File: src/rtl/pc_fetch_redirect_if.sv
`default_nettype none
// ============================================================================
// Module      : pc_fetch_redirect_if
// Description : Bundle of the redirect, instruction-memory and fetch-output
//               signals around the PC/fetch redirect unit.
// Revision    : 1.0 - initial release
// ============================================================================
interface pc_fetch_redirect_if;
    // Hazard and redirect inputs from decode / branch resolution
    logic        stall;
    logic        redirect_valid;
    logic [31:0] redirect_base;
    logic [31:0] redirect_imm;
    logic        redirect_jalr;

    // Instruction memory handshake
    logic        imem_ack;
    logic        imem_req;
    logic [31:0] imem_addr;

    // Fetch results and pipeline control
    logic        fetch_valid;
    logic [31:0] fetch_pc;
    logic        flush;
    logic        misalign_trap;
    logic [31:0] trap_pc;

    // Fetch unit side
    modport master (
        input  stall, redirect_valid, redirect_base, redirect_imm, redirect_jalr,
        input  imem_ack,
        output imem_req, imem_addr,
        output fetch_valid, fetch_pc, flush, misalign_trap, trap_pc
    );

    // Surrounding pipeline / memory side
    modport slave (
        output stall, redirect_valid, redirect_base, redirect_imm, redirect_jalr,
        output imem_ack,
        input  imem_req, imem_addr,
        input  fetch_valid, fetch_pc, flush, misalign_trap, trap_pc
    );
endinterface
`default_nettype wire

File: src/rtl/pc_fetch_redirect.sv
`default_nettype none
// ============================================================================
// Module      : pc_fetch_redirect
// Description : Program counter and fetch sequencer. Issues sequential
//               fetches, takes branch/jump redirects with a fixed-length
//               flush window, and traps on word-misaligned redirect targets.
// Revision    : 1.0 - initial release
// ============================================================================
module pc_fetch_redirect #(
    parameter logic [31:0] RESET_PC     = 32'h0000_0000,
    parameter int unsigned FLUSH_CYCLES = 2
) (
    input  logic                  clk,
    input  logic                  rst_n,
    pc_fetch_redirect_if.master   bus
);

    typedef enum logic [1:0] {
        ST_IDLE  = 2'd0,
        ST_RUN   = 2'd1,
        ST_FLUSH = 2'd2,
        ST_TRAP  = 2'd3
    } state_t;

    // Flush window length; legal values 1..7 fit in the 3-bit counter
    localparam logic [2:0] C_FLUSH_INIT = 3'(FLUSH_CYCLES);

    state_t      r_state;
    logic [31:0] r_pc;
    logic        r_fetch_valid;
    logic [31:0] r_fetch_pc;
    logic [2:0]  r_flush_cnt;
    logic        r_trap;
    logic [31:0] r_trap_pc;

    logic [31:0] w_sum;
    logic [31:0] w_target;
    logic        w_misaligned;

    // Redirect target: base + imm, with bit 0 cleared for jalr before the
    // alignment check so an odd rs1 can still yield a legal jalr target.
    assign w_sum        = bus.redirect_base + bus.redirect_imm;
    assign w_target     = {w_sum[31:1], w_sum[0] & ~bus.redirect_jalr};
    assign w_misaligned = (w_target[1:0] != 2'b00);

    // Fetch state machine, PC, fetch result and trap capture
    always_ff @(posedge clk or negedge rst_n) begin
        if (!rst_n) begin
            r_state       <= ST_IDLE;
            r_pc          <= RESET_PC;
            r_fetch_valid <= 1'b0;
            r_fetch_pc    <= 32'h0000_0000;
            r_flush_cnt   <= 3'd0;
            r_trap        <= 1'b0;
            r_trap_pc     <= 32'h0000_0000;
        end else begin
            case (r_state)
                ST_IDLE: begin
                    r_fetch_valid <= 1'b0;
                    r_state       <= ST_RUN;
                end
                ST_RUN: begin
                    if (bus.redirect_valid) begin
                        // Redirect outranks stall and any memory acceptance
                        r_fetch_valid <= 1'b0;
                        if (w_misaligned) begin
                            r_state   <= ST_TRAP;
                            r_trap    <= 1'b1;
                            r_trap_pc <= w_target;
                        end else begin
                            r_pc        <= w_target;
                            r_state     <= ST_FLUSH;
                            r_flush_cnt <= C_FLUSH_INIT;
                        end
                    end else if (bus.stall) begin
                        r_fetch_valid <= 1'b0;
                    end else if (bus.imem_ack) begin
                        r_fetch_valid <= 1'b1;
                        r_fetch_pc    <= r_pc;
                        r_pc          <= r_pc + 32'd4;
                    end else begin
                        r_fetch_valid <= 1'b0;
                    end
                end
                ST_FLUSH: begin
                    // PC already holds the target; just count the window out
                    r_fetch_valid <= 1'b0;
                    r_flush_cnt   <= r_flush_cnt - 3'd1;
                    if (r_flush_cnt == 3'd1) begin
                        r_state <= ST_RUN;
                    end
                end
                ST_TRAP: begin
                    // Terminal until reset
                    r_fetch_valid <= 1'b0;
                end
                default: begin
                    r_state <= ST_IDLE;
                end
            endcase
        end
    end

    assign bus.imem_req      = (r_state == ST_RUN) & ~bus.stall;
    assign bus.imem_addr     = r_pc;
    assign bus.fetch_valid   = r_fetch_valid;
    assign bus.fetch_pc      = r_fetch_pc;
    assign bus.flush         = (r_state == ST_FLUSH) | (r_state == ST_TRAP);
    assign bus.misalign_trap = r_trap;
    assign bus.trap_pc       = r_trap_pc;

endmodule
`default_nettype wire

File: src/flat_wrapper.sv
// flat-port wrapper written by rule: the top's interface ports become plain ports
module pc_fetch_redirect_flat 
#(
    parameter logic [31:0] RESET_PC     = 32'h0000_0000,
    parameter int unsigned FLUSH_CYCLES = 2
)
  (clk, rst_n, bus_stall, bus_redirect_valid, bus_redirect_base, bus_redirect_imm, bus_redirect_jalr, bus_imem_ack, bus_imem_req, bus_imem_addr, bus_fetch_valid, bus_fetch_pc, bus_flush, bus_misalign_trap, bus_trap_pc);
  pc_fetch_redirect_if bus_i ();
  input  logic clk;
  input  logic rst_n;
  input wire logic [$bits(bus_i.stall)-1:0] bus_stall;
  input wire logic [$bits(bus_i.redirect_valid)-1:0] bus_redirect_valid;
  input wire logic [$bits(bus_i.redirect_base)-1:0] bus_redirect_base;
  input wire logic [$bits(bus_i.redirect_imm)-1:0] bus_redirect_imm;
  input wire logic [$bits(bus_i.redirect_jalr)-1:0] bus_redirect_jalr;
  input wire logic [$bits(bus_i.imem_ack)-1:0] bus_imem_ack;
  output wire logic [$bits(bus_i.imem_req)-1:0] bus_imem_req;
  output wire logic [$bits(bus_i.imem_addr)-1:0] bus_imem_addr;
  output wire logic [$bits(bus_i.fetch_valid)-1:0] bus_fetch_valid;
  output wire logic [$bits(bus_i.fetch_pc)-1:0] bus_fetch_pc;
  output wire logic [$bits(bus_i.flush)-1:0] bus_flush;
  output wire logic [$bits(bus_i.misalign_trap)-1:0] bus_misalign_trap;
  output wire logic [$bits(bus_i.trap_pc)-1:0] bus_trap_pc;
  assign bus_i.stall = bus_stall;
  assign bus_i.redirect_valid = bus_redirect_valid;
  assign bus_i.redirect_base = bus_redirect_base;
  assign bus_i.redirect_imm = bus_redirect_imm;
  assign bus_i.redirect_jalr = bus_redirect_jalr;
  assign bus_i.imem_ack = bus_imem_ack;
  assign bus_imem_req = bus_i.imem_req;
  assign bus_imem_addr = bus_i.imem_addr;
  assign bus_fetch_valid = bus_i.fetch_valid;
  assign bus_fetch_pc = bus_i.fetch_pc;
  assign bus_flush = bus_i.flush;
  assign bus_misalign_trap = bus_i.misalign_trap;
  assign bus_trap_pc = bus_i.trap_pc;
  pc_fetch_redirect #(.RESET_PC(RESET_PC), .FLUSH_CYCLES(FLUSH_CYCLES)) u_core (.clk(clk), .rst_n(rst_n), .bus(bus_i));
endmodule
File: config.mk
export PLATFORM = sky130hd
export DESIGN_NAME = pc_fetch_redirect_flat
export DESIGN_NICKNAME = d
export VERILOG_FILES = /design/src/rtl/pc_fetch_redirect_if.sv /design/src/rtl/pc_fetch_redirect.sv /design/src/flat_wrapper.sv
export SDC_FILE = /design/constraint.sdc
export NUM_CORES = 1
export LEC_CHECK = 0
export ABC_AREA = 1
export CORE_AREA = 5 5 133 122
export CTS_CLUSTER_SIZE = 40
export DETAILED_ROUTE_END_ITERATION = 10
export DIE_AREA = 0 0 138 127
export GPL_ROUTABILITY_DRIVEN = 0
export PLACE_DENSITY = 0.92
export SYNTH_ARGS = -nofsm -noshare
export SYNTH_HDL_FRONTEND = slang
export SYNTH_SLANG_ARGS = --single-unit
File: constraint.sdc
create_clock -name clk -period 1.7 [get_ports clk]
set_input_delay 0.255 -clock clk [delete_from_list [all_inputs] [get_ports clk]]
set_output_delay 0.255 -clock clk [all_outputs]
set_load 0.05 [all_outputs]
* Yosys cells after proc, flatten, opt, wreduce, memory -nomap -nowiden
Cells that the tools add are included.
** Storage, ports and cells
- Memories kept :: 0
- Bits in latches :: 0
- Word-level logic and storage cells :: 51
- RAM bits :: 0
- Memory bits (read-only) :: 0
- Bits in registers :: 103
** Operators by class
- Shift-type cells :: 0
- Reductions and logical operators :: 11
- Eq/ne operators :: 9
- Order comparisons :: 0
- Muxes and demuxes :: 15
- Bitwise logic cells :: 6
- $mul :: 0
- Div/mod/pow operators :: 0
- Add/sub/neg operators :: 3
** Operator list (number)
- 32-bit two-way mux :: 4
- 32-bit by 3-bit adder with 32-bit output (second input constant) :: 1
- 32-bit adder :: 1
- 3-bit AND reduction :: 3
- 4-bit AND reduction :: 2
- 3-bit two-way mux :: 2
- 2-bit != test (second input constant) :: 3
- 2-bit one-hot mux with 3 select lines :: 1
- 3-bit one-hot mux with 2 select lines :: 1
- 2-bit nonzero test :: 3
- 2-bit == test (second input constant) :: 2
- 1-bit two-way mux :: 4
- 2-bit two-way mux :: 2
- 2-bit by 1-bit != test with 1-bit output (second input constant) :: 2
- 3-bit by 1-bit == test with 1-bit output (second input constant) :: 1
- 1-bit NOT :: 3
- 3-bit nonzero test :: 1
- 3-bit OR reduction :: 1
- 3-bit by 1-bit subtractor with 3-bit output (second input constant) :: 1
- 1-bit AND :: 2
- 2-bit by 1-bit == test with 1-bit output (second input constant) :: 1
- 2-bit zero test :: 1
- 1-bit one-hot mux with 2 select lines :: 1
- 1-bit bitwise OR :: 1

* Logic depth before layout (Yosys ltp)
Gate-level depths: netlist of run 1.
- Depth in word-level cells :: 6
- Mapped depth :: 15

* Worst setup path after synthesis of run 1
Ideal clock, no wire load.
- Path kind :: input port to flip-flop
- From :: input port bus_redirect_imm[0]
- To :: register u_core.r_pc[6], in the netlist u_core.bus.imem_addr[6]
- Arrival time :: 1909 ps
- Cell stages on the path :: 11
- Slack :: -291 ps
- Buffers on the path :: 1
- Setup time :: 82 ps
- Data required time :: 1618 ps
- Path through :: ha_1 inv_1 fa_1 a21boi_4 nand2_1 o21ai_0 nand2_4 inv_4 buf_6 o21ai_2 a22oi_2
** On the way
- Word-level cells in the longest chain between the ends :: 5
- Elaborated cells on any way between the ends :: 7
** Ends and longest elaborated chain
- from (decl) :: RTL line flat_wrapper.sv:14 : input wire logic [$bits(bus_i.redirect_imm)-1:0] bus_redirect_imm;
- 32-bit adder * :: RTL line pc_fetch_redirect.sv:42 : assign w_sum = bus.redirect_base + bus.redirect_imm;
- 1-bit AND :: RTL line pc_fetch_redirect.sv:43 : assign w_target = {w_sum[31:1], w_sum[0] & ~bus.redirect_jalr};
- 2-bit nonzero test :: RTL line pc_fetch_redirect.sv:44 : assign w_misaligned = (w_target[1:0] != 2'b00);
- 2-bit != test (no line)
- 4-bit AND reduction (no line)
- to (signal assigned) :: RTL line pc_fetch_redirect.sv:71 : r_pc <= w_target;
- to (signal assigned) :: RTL line pc_fetch_redirect.sv:80 : r_pc <= r_pc + 32'd4;
- to (decl) :: RTL line pc_fetch_redirect.sv:29 : logic [31:0] r_pc;
Mark *: on every way between the ends. The rest lies on a longest branch, timed or not. The select of a mux whose other input is x is not followed.
A chain may end at the register's enable or synchronous reset.

* Worst setup path after layout of run 1
- From :: input port bus_redirect_imm[9]
- To :: register u_core.r_pc[18], in the netlist u_core.bus.imem_addr[18]
** On the way
- Word-level cells in the longest chain between the ends :: 3
** Ends and longest elaborated chain
- 32-bit adder :: RTL line pc_fetch_redirect.sv:42
- 32-bit two-way mux :: RTL line pc_fetch_redirect.sv:66 : if (w_misaligned) begin
- 32-bit two-way mux :: RTL line pc_fetch_redirect.sv:63 : if (bus.redirect_valid) begin
No other way between the ends. The select of a mux whose other input is x is not followed.

==> metrics.txt, run 1 <==
vias in the first global route slightly below 9000; post-synthesis adder-cell area fraction 0.0598; Synth Flop Type sky130_fd_sc_hd__dfrtp_1; vertical die dimension 127 um; num rows 42; Horiz. Die Dim 138 um; largest voltage drop on the vdd net ~0.0013 V; count of different cell masters after synthesis 41; critical path capture point u_core.bus.imem_addr[18]; filler cell count in the final layout 839; number of synthesized register bits slightly above 100; Core Util, Final 0.801; Arrival @ worst endpoint 2.14 ns; final antenna-violating net count 0; post-place instance area 0.00998 mm2; Fin. Hold Viols 0; combined area of all synthesized cells 0.00745 mm2; number of optimization iterations in the first detailed-route pass 7; first-pass GRT wire length 42900 um; largest cells by area after synthesis sky130_fd_sc_hd__dfrtp_1 35%, sky130_fd_sc_hd__nand2_1 23%, sky130_fd_sc_hd__inv_1 9.0%; pin count of the biggest net entering global routing 63; post-detailed-route DRC marker count 0; Ant. Diodes 0; launch point of the worst path bus_redirect_imm[9]; worst slew margin relative to its limit 0.740; synthesized area per cell ~6.5 um2; RR Startpoint u_core.bus.imem_addr[16]; area of the core 0.0146 mm2; clock tree root driver cell sky130_fd_sc_hd__clkbuf_16; run status finished with violations; violations in the final reports setup timing; CTS tree done; simple-gate share of the synthesized area 0.372; Clk pwr share 0.112; class of the tightest hold or removal check in2reg; number of clock sinks roughly 100; Cells after Synth 1151; multiplexer share of the synthesized area 0; relative contribution of sequential cells to total power 0.260; effective utilization at floorplan 0.510; share of power burned in combinational logic 0.628; endpoints failing setup 29; max-slew violation count 0; remaining global-route overflow 0; clock transition at the registers of the reported paths 0.07 ns; Register-to-Register Setup Slack -0.13 ns; drt total wl ~32000 um; Internal Dissipation 0.00803 W; endpoint of the most critical register-to-register path u_core.bus.imem_addr[24]; Synth top area share 0.346; post-synthesis xor/xnor area fraction 0.0200; worst slack at placement -0.806 ns; Via Count 9777; worst path required time 1.93 ns; leakage power summed over all cells 6.20 nW; number of antenna violations at the first check in global routing 1; reported max-cap violation count 0; half-perimeter wire length after placement 19300 um; overall global routing resource usage 0.296; FFs w/ async S/R, synth 1.00; cell area power density 1490 mW/mm2; critical path startpoint category primary input; Port Buffer Count 169; achievable frequency between 0.5 and 0.6 GHz; total negative slack -1.88 ns; largest family of logic cells by synthesized area simple AND/OR/NAND/NOR gates; maximum count of clock buffers along a single path 2; sequential-to-total area share from yosys stat 0.346; # nets final roughly 1500; total clock buffers created by CTS 9; worst slack on hold paths 0.340 ns; setup clock skew after layout 0.00731 ns; register cell area after layout 0.00259 mm2; switching power share of the total 0.538; final critical path time including I/O delays and setup about 1.9 ns; Die Outline Area 0.0175 mm2; cell type with the largest total area after synthesis sky130_fd_sc_hd__dfrtp_1; combined area of the multi-input logic cells 0.00536 mm2; compound-gate portion of the synthesized area 0.0918; number of warnings issued by yosys 0; number of DRC markers after the initial detailed-route iteration 1374; Net Switching 0.00935 W; cell area after layout roughly 0.012 mm2; synthesis-to-finish area growth 56.9%; final setup slack of the worst path -0.214 ns; number of enable flip-flop cells after synthesis 0; synthesized netlist net count 1256; per-cell routed wire length 19.4 um; biggest fanout along the worst timing path 4; actual transition at the worst max-transition pin 0.388 ns; via density per instance roughly 6; I/O pin count 170; H-Tree Level Count 3; unrepaired setup endpoints after global routing true; logic depth of the worst register-to-register path 12; fraction of final layout cells sized beyond drive strength 1 0.359; kind of end point of the critical path register; category of the most critical setup path in2reg; Clk Latency, worst-skew pair 0.35 ns; Final Cycle Share 1.13
==> cell usage after synthesis, types with 7 or more instances <==
library cell and n:
sky130_fd_sc_hd__a21oi_1 36, sky130_fd_sc_hd__a31oi_1 12, sky130_fd_sc_hd__buf_2 11, sky130_fd_sc_hd__clkbuf_1 9, sky130_fd_sc_hd__dfrtp_1 103, sky130_fd_sc_hd__ha_1 34
sky130_fd_sc_hd__inv_1 178, sky130_fd_sc_hd__inv_2 8, sky130_fd_sc_hd__nand2_1 448, sky130_fd_sc_hd__nand3_1 85, sky130_fd_sc_hd__nand4_1 7, sky130_fd_sc_hd__nor2_1 82
sky130_fd_sc_hd__nor2_2 7, sky130_fd_sc_hd__nor3_1 12, sky130_fd_sc_hd__o21ai_0 53, sky130_fd_sc_hd__xnor2_1 8, sky130_fd_sc_hd__xor2_1 9
==> cell usage in the layout, fill, tap and decap left out, types with 9 or more instances in the layout <==
cell	count
sky130_fd_sc_hd__a21oi_1	14
sky130_fd_sc_hd__a21oi_2	21
sky130_fd_sc_hd__buf_4	213
sky130_fd_sc_hd__clkbuf_16	9
sky130_fd_sc_hd__clkdlybuf4s50_1	9
sky130_fd_sc_hd__dfrtp_1	91
sky130_fd_sc_hd__dfrtp_2	12
sky130_fd_sc_hd__dlygate4sd2_1	37
sky130_fd_sc_hd__dlymetal6s2s_1	18
sky130_fd_sc_hd__ha_4	30
sky130_fd_sc_hd__inv_1	167
sky130_fd_sc_hd__inv_2	18
sky130_fd_sc_hd__nand2_1	376
sky130_fd_sc_hd__nand2_2	55
sky130_fd_sc_hd__nand2_4	21
sky130_fd_sc_hd__nand3_1	63
sky130_fd_sc_hd__nand3_2	21
sky130_fd_sc_hd__nor2_1	46
sky130_fd_sc_hd__nor2_2	25
sky130_fd_sc_hd__nor2_4	22
sky130_fd_sc_hd__o21ai_0	43
sky130_fd_sc_hd__o21ai_1	10
==> per-stage QoR <==
step	std cells	total power (W)
after floorplan	1151	0.0103
after global placement	1605	0.0137
after detailed placement	1605	0.0140
after CTS	1624	0.0164
after global routing	1636	0.0181
final	1636	0.0174
==> per-layer routing <==
layer | routed length, um | track usage
met1 | 10600 | 0.349
met2 | 14900 | 0.525
met3 | 3480 | 0.0564
met4 | 2600 | 0.137
met5 | 13 | 0
==> final cells by class <==
type                    count  area share
flip-flops and latches    103       0.222
inverters                 187      0.0610
multi-input cells         837       0.458
well taps                 198      0.0212
clock inverters             5     0.00299
repair buffers            296       0.214
clock buffers              10      0.0204
==> cells by family (layout without fill, tap and decap cells) <==
family / after synthesis / after routing
AND/OR/NAND/NOR: 664 / 664
XOR/XNOR: 17 / 17
AO/OA/AOI/OAI: 121 / 121
flip-flops: 103 / 103
buffers and inverters: 211 / 498
adder cells (fa/ha/maj): 35 / 35
==> timing repair <==
action | 4_1_cts | 5_1_grt
hold buffers | 1 | 0
gates resized for setup | 187 | 176
gates cloned | 0 | 0
pin swaps | 31 | 42
setup endpoints to repair | 68 | 58
setup buffers | 4 | 12
hold endpoints to repair | 23 | 0
==> how the worst min path moves through the flow <==
stage | start | to | slack (ns) | depth (start not counted)
after floorplan | rst_n | u_core.bus.fetch_pc[0] | -0.04 | 0
after global placement | rst_n | u_core.bus.fetch_pc[1] | 0.18 | 1
after detailed placement | rst_n | u_core.bus.fetch_pc[1] | 0.18 | 1
after CTS | rst_n | u_core.bus.fetch_pc[11] | 0.36 | 2
after global routing | bus_redirect_base[0] | u_core.bus.trap_pc[0] | 0.36 | 4
final | bus_redirect_base[0] | u_core.bus.trap_pc[0] | 0.34 | 4
==> flip-flops by register name, summed over array words and instances, names as in the netlist <==
| register | cells |
|---|---|
| u_core.bus.misalign_trap | 1 |
| u_core.bus.fetch_pc | 32 |
| u_core.r_state | 2 |
| u_core.bus.imem_addr | 32 |
| u_core.bus.fetch_valid | 1 |
| u_core.r_flush_cnt | 3 |
| u_core.bus.trap_pc | 32 |
==> critical path: stages <==
cell and delay, ns:
sky130_fd_sc_hd__dlygate4sd2_1 0.26, sky130_fd_sc_hd__ha_4 0.32, sky130_fd_sc_hd__nand2_4 0.08, sky130_fd_sc_hd__nor2_2 0.29, sky130_fd_sc_hd__nand3_1 0.21, sky130_fd_sc_hd__nand3_2 0.16, sky130_fd_sc_hd__nand2_1 0.08, sky130_fd_sc_hd__nand3_1 0.12
sky130_fd_sc_hd__nand3_2 0.14, sky130_fd_sc_hd__nand3_1 0.14, sky130_fd_sc_hd__nand2_1 0.08
==> power groups by stage <==
stage	Sequential, W	Clock (W)	Combinational, W
2_1_floorplan	0.00770	0	0.00263
3_3_place_gp	0.00437	0	0.00938
3_5_place_dp	0.00442	0	0.00961
4_1_cts	0.00439	0.00196	0.0100
5_1_grt	0.00460	0.00208	0.0114
6_report	0.00452	0.00194	0.0109
Note: power is estimated with default switching activity, not from simulation.
==> run 2: changes to the inputs <==
Settings changed: DONT_BUFFER_PORTS set to 1, PLACE_DENSITY 0.92 to 0.77, REMOVE_ABC_BUFFERS set to 1.
==> metrics.txt, run 2 (synthesized netlist as in run 1, its figures left out) <==
fraction of final layout cells sized beyond drive strength 1 0.178; clock transition at the registers of the reported paths approximately 0.070 ns; biggest fanout along the worst timing path 4; Fin. Hold Viols slightly above 100; critical path startpoint category register; largest voltage drop on the vdd net 0.000802 V; cell area after layout roughly 0.0091 mm2; overall global routing resource usage 0.249; worst slew margin relative to its limit 0.634; Via Count roughly 7700; first-pass GRT wire length between 30000 and 40000 um; post-place instance area approximately 0.0085 mm2; vias in the first global route 7327; H-Tree Level Count 3; total negative slack -0.0183 ns; filler cell count in the final layout 1395; Final Cycle Share 1.01; number of optimization iterations in the first detailed-route pass 8; cell area power density 1640 mW/mm2; Clk Latency, worst-skew pair 0.35 ns; Register-to-Register Setup Slack -0.01 ns; vertical die dimension 127 um; worst slack on hold paths -0.405 ns; total clock buffers created by CTS 9; area of the core 0.0146 mm2; # nets final 1383; Horiz. Die Dim around 140 um; post-detailed-route DRC marker count 0; number of DRC markers after the initial detailed-route iteration 640; violations in the final reports hold timing, setup timing; worst path required time ~1.9 ns; combined area of the multi-input logic cells 0.00417 mm2; remaining global-route overflow 0; Port Buffer Count 0; maximum count of clock buffers along a single path 2; Post-Place Cells roughly 1400; final critical path time including I/O delays and setup 1.71 ns; half-perimeter wire length after placement ~17000 um; reported max-cap violation count 0; Met3 Wirelength 1770 um; synthesis-to-finish area growth 22.4%; final standard cell count with taps included and fillers excluded 1481; pin count of the biggest net entering global routing 104; leakage power summed over all cells 5.01 nW; Ant. Diodes 0; kind of end point of the critical path register; Hold-fix buffers, CTS 2; max-slew violation count 0; via density per instance ~5.2; actual transition at the worst max-transition pin around 0.55 ns; final antenna-violating net count 0; CTS tree done; run status finished with violations; register cell area after layout 0.00259 mm2; I/O pin count 170; num rows 42; detailed-route wire length on metal 1 9580 um; per-cell routed wire length approximately 15 um; effective utilization at floorplan 0.510; class of the tightest hold or removal check in2async; top library cells by usage in the layout, fill and taps aside 441 x sky130_fd_sc_hd__nand2_1, 173 x sky130_fd_sc_hd__inv_1, 130 x sky130_fd_sc_hd__buf_4, 95 x sky130_fd_sc_hd__dfrtp_1, 85 x sky130_fd_sc_hd__nand3_1; Die Outline Area 0.0175 mm2; commonest non-fill, non-tap cell in the layout sky130_fd_sc_hd__nand2_1; unrepaired setup endpoints after global routing true; Arrival @ worst endpoint about 2.0 ns; endpoints failing setup 2; clock tree root driver cell sky130_fd_sc_hd__clkbuf_16; number of clock sinks 103; number of antenna violations at the first check in global routing 0; final setup slack of the worst path -0.00967 ns; setup clock skew after layout 0.0102 ns; category of the most critical setup path reg2reg; met2 routed wirelength 10400 um; drt total wl 22300 um; achievable frequency just under 0.6 GHz; uppermost routed layer met4
[run 2: cell count changes in the layout (fill, tap and decap cells not counted), sizes merged]
| cell | before | now |
|---|---|---|
| clkbuf | 12 | 10 |
| dlygate4sd2 | 37 | 0 |
| dlygate4sd3 | 1 | 2 |
| clkinvlp | 2 | 1 |
| inv | 186 | 190 |
| clkinv | 4 | 2 |
| dlymetal6s2s | 18 | 0 |
| clkdlybuf4s50 | 9 | 0 |
| buf | 229 | 138 |
[run 2: final cells by class]
cell class	count	area share
Clock buffer	10	0.0262
Timing Repair Buffer	140	0.123
Tap cell	198	0.0271
Clock inverter	6	0.00562
Sequential cell	103	0.283
Multi-Input combinational cell	837	0.457
Inverter	187	0.0777
[run 2: metal layers]
| metal | global-route usage | vias to the layer above |
|---|---|---|
| met5 | 0 | - |
| met4 | 0.0779 | 0 |
| met3 | 0.0475 | 50 |
| met2 | 0.414 | 338 |
| met1 | 0.331 | 3504 |
| li1 | - | 3850 |
[run 2: timing repair]
action,CTS,global route
gates resized for setup,0,52
setup endpoints to repair,0,56
endpoints found under the hold margin,104,103
buffers inserted,0,18
[run 2: final timing paths]
path,startpoint,endpoint,cells past startpoint
max reg2reg,u_core.bus.imem_addr[3],u_core.bus.imem_addr[17],11
min reg2reg,u_core.r_flush_cnt[0],u_core.r_flush_cnt[0],1
min in group clk,bus_redirect_valid,u_core.bus.imem_addr[30],3
max in group asynchronous,rst_n,u_core.bus.imem_addr[24],0
min,rst_n,u_core.bus.trap_pc[16],0
max,u_core.bus.imem_addr[3],u_core.bus.imem_addr[17],11
[run 2: critical path, cell delays in order, from the launching register on]
cell	delay [ns]
sky130_fd_sc_hd__dfrtp_1	0.40
sky130_fd_sc_hd__buf_4	0.16
sky130_fd_sc_hd__nand3_4	0.10
sky130_fd_sc_hd__nor2_4	0.13
sky130_fd_sc_hd__inv_2	0.07
sky130_fd_sc_hd__nor2_4	0.19
sky130_fd_sc_hd__inv_2	0.07
sky130_fd_sc_hd__nor2_2	0.10
sky130_fd_sc_hd__xor2_1	0.15
sky130_fd_sc_hd__nand2_1	0.07
sky130_fd_sc_hd__nand3_1	0.10
sky130_fd_sc_hd__nand2_1	0.06
[run 2: report_power, final]
| part | switching [W] | internal [W] |
|---|---|---|
| Combinational | 0.00395 | 0.00216 |
| Sequential | 0.00336 | 0.00345 |
| Clock | 0.000981 | 0.00106 |
[run 2: per-stage QoR]
stage | worst slack [ns] | utilization | power [W]
after floorplan | -0.516 | - | 0.0102
after global placement | -0.275 | 0.584 | 0.0123
after detailed placement | -0.347 | 0.584 | 0.0125
after CTS | 0.00357 | 0.606 | 0.0146
after global routing | -0.0820 | 0.625 | 0.0158
final | -0.00967 | 0.625 | 0.0150
==> run 3: changes to the inputs <==
Settings changed: DONT_BUFFER_PORTS 1 to not set, MAX_ROUTING_LAYER set to met4, PLACE_DENSITY 0.77 to 0.92, TNS_END_PERCENT set to 100.
==> metrics.txt, run 3 (synthesized netlist as in run 1, its figures left out) <==
total negative slack -3.08 ns; Fin. Hold Viols 0; filler cell count in the final layout 826; run status finished with violations; max-slew violation count 0; unrepaired setup endpoints after global routing true; vias in the first global route 8909; synthesis-to-finish area growth 57.8%; worst path required time just under 2 ns; Arrival @ worst endpoint 2.11 ns; Final Cycle Share 1.10; kind of end point of the critical path register; actual transition at the worst max-transition pin between 0.4 and 0.5 ns; half-perimeter wire length after placement 18800 um; vertical die dimension 127 um; setup clock skew after layout approximately 0.013 ns; leakage power summed over all cells 6.22 nW; combined area of the multi-input logic cells about 0.0052 mm2; Ant. Diodes 0; fraction of final layout cells sized beyond drive strength 1 0.355; number of clock sinks 103; worst slack on hold paths 0.309 ns; remaining global-route overflow 0; largest voltage drop on the vdd net between 0.001 and 0.0015 V; clock transition at the registers of the reported paths 0.08 ns; num rows 42; Clk Latency, worst-skew pair between 0.3 and 0.4 ns; I/O pin count 170; number of DRC markers after the initial detailed-route iteration 1724; clock tree root driver cell sky130_fd_sc_hd__clkbuf_16; worst slew margin relative to its limit 0.677; pin count of the biggest net entering global routing 55; final antenna-violating net count 0; detailed-route wire length on metal 1 11200 um; category of the most critical setup path reg2reg; endpoints failing setup 46; Clk pwr share 0.113; Port Buffer Count 169; final setup slack of the worst path -0.170 ns; total clock buffers created by CTS 9; Via Count 10000; CP most frequent cell sky130_fd_sc_hd__nand2_1; highest cell delay on the worst timing path 0.46 ns; cell area power density 1520 mW/mm2; final critical path time including I/O delays and setup 1.87 ns; Met3 Wirelength about 3700 um; # nets final 1552; Internal Dissipation ~0.0083 W; number of optimization iterations in the first detailed-route pass 8; per-cell routed wire length 20.4 um; CP bufs+invs 1; share of power burned in combinational logic 0.632; biggest fanout along the worst timing path 4; Core Util, Final 0.805; register cell area after layout 0.00259 mm2; met2 routed wirelength 15400 um; uppermost routed layer met4; drt total wl 33600 um; H-Tree Level Count 3; switching power share of the total 0.538; cell at the slowest stage of the critical path sky130_fd_sc_hd__dfrtp_1; number of antenna violations at the first check in global routing 0; CTS tree done; Die Outline Area 0.0175 mm2; Net Switching around 0.0096 W; worst slack at placement -0.890 ns; effective utilization at floorplan 0.510; relative contribution of sequential cells to total power 0.256; area of the core 0.0146 mm2; post-detailed-route DRC marker count 0; violations in the final reports setup timing; cell class contributing the biggest share of worst-path delay simple AND/OR/NAND/NOR gates; class of the tightest hold or removal check in2async; commonest non-fill, non-tap cell in the layout sky130_fd_sc_hd__nand2_1; critical path startpoint category register; achievable frequency roughly 0.53 GHz; Cell Chain, Critical Path nand2_2 > nor2_1 > nand3_1 > nor2_1 > nand2_1 > nand2_1 > nand3_1 > nand2_1 > inv_1 > nand2_1 > nand2_1; Horiz. Die Dim 138 um; overall global routing resource usage 0.312; via density per instance approximately 6; top library cells by usage in the layout, fill and taps aside 367 x sky130_fd_sc_hd__nand2_1, 221 x sky130_fd_sc_hd__buf_4, 168 x sky130_fd_sc_hd__inv_1, 93 x sky130_fd_sc_hd__dfrtp_1, 70 x sky130_fd_sc_hd__nand3_1; reported max-cap violation count 0; first-pass GRT wire length 44000 um; maximum count of clock buffers along a single path 2
==> run 3: cell count changes in the layout (fill, tap and decap cells not counted), sizes merged <==
cell / delta
dlygate4sd2: +32
dlygate4sd3: -1
buf: +102
clkinvlp: +1
inv: -4
dlymetal6s2s: +16
clkbuf: +10
clkdlybuf4s15: +7
clkdlybuf4s50: +7
clkinv: -1
==> run 3: layout make-up <==
| class | count | area share |
|---|---|---|
| Multi-Input combinational cell | 837 | 0.445 |
| Timing Repair Buffer | 309 | 0.229 |
| Sequential cell | 103 | 0.220 |
| Inverter | 187 | 0.0612 |
| Clock buffer | 14 | 0.0224 |
| Tap cell | 198 | 0.0211 |
| Clock inverter | 2 | 0.00128 |
==> run 3: per-stage QoR <==
| step | instances | power, W | cell area (um2) |
|---|---|---|---|
| 6_report | 1650 | 0.0179 | 11800 |
| 5_1_grt | 1650 | 0.0185 | 11800 |
| 4_1_cts | 1620 | 0.0163 | 10900 |
| 3_5_place_dp | 1596 | 0.0139 | 9880 |
| 3_3_place_gp | 1596 | 0.0137 | 9880 |
| 2_1_floorplan | 1127 | 0.0102 | 7330 |
==> run 3: worst paths after layout <==
| path | slack, ns | cells past startpoint | startpoint | end |
|---|---|---|---|---|
| worst max-delay path | -0.17 | 11 | u_core.bus.imem_addr[9] | u_core.bus.imem_addr[21] |
| worst min-delay path | 0.31 | 2 | rst_n | u_core.bus.trap_pc[0] |
| worst max register to register | -0.17 | 11 | u_core.bus.imem_addr[9] | u_core.bus.imem_addr[21] |
| worst min register to register | 0.48 | 2 | u_core.bus.fetch_pc[11] | u_core.bus.fetch_pc[11] |
| max in group asynchronous | 0.80 | 3 | rst_n | u_core.bus.imem_addr[20] |
| min in group clk | 0.42 | 4 | bus_redirect_base[0] | u_core.bus.trap_pc[0] |
==> run 3: power groups by stage <==
stage | Combinational, W | Clock, W | Sequential (W)
2_1_floorplan | 0.00251 | 0 | 0.00773
3_3_place_gp | 0.00934 | 0 | 0.00432
3_5_place_dp | 0.00955 | 0 | 0.00438
4_1_cts | 0.00996 | 0.00198 | 0.00434
5_1_grt | 0.0117 | 0.00210 | 0.00463
6_report | 0.0113 | 0.00201 | 0.00457
==> run 3: timing repair <==
item | in CTS | in global routing
buffers inserted | 6 | 27
hold endpoints to repair | 11 | 0
endpoints found under the setup margin | 68 | 56
cloned | 1 | 3
hold buffers | 1 | 0
resized for setup | 197 | 175
pin swaps | 29 | 66
==> run 3: metal layers <==
| layer | GRT usage | vias to the layer above |
|---|---|---|
| met1 | 0.363 | 4492 |
| met2 | 0.531 | 966 |
| met5 | - | - |
| met4 | 0.148 | 0 |
| li1 | - | 4169 |
| met3 | 0.0557 | 373 |
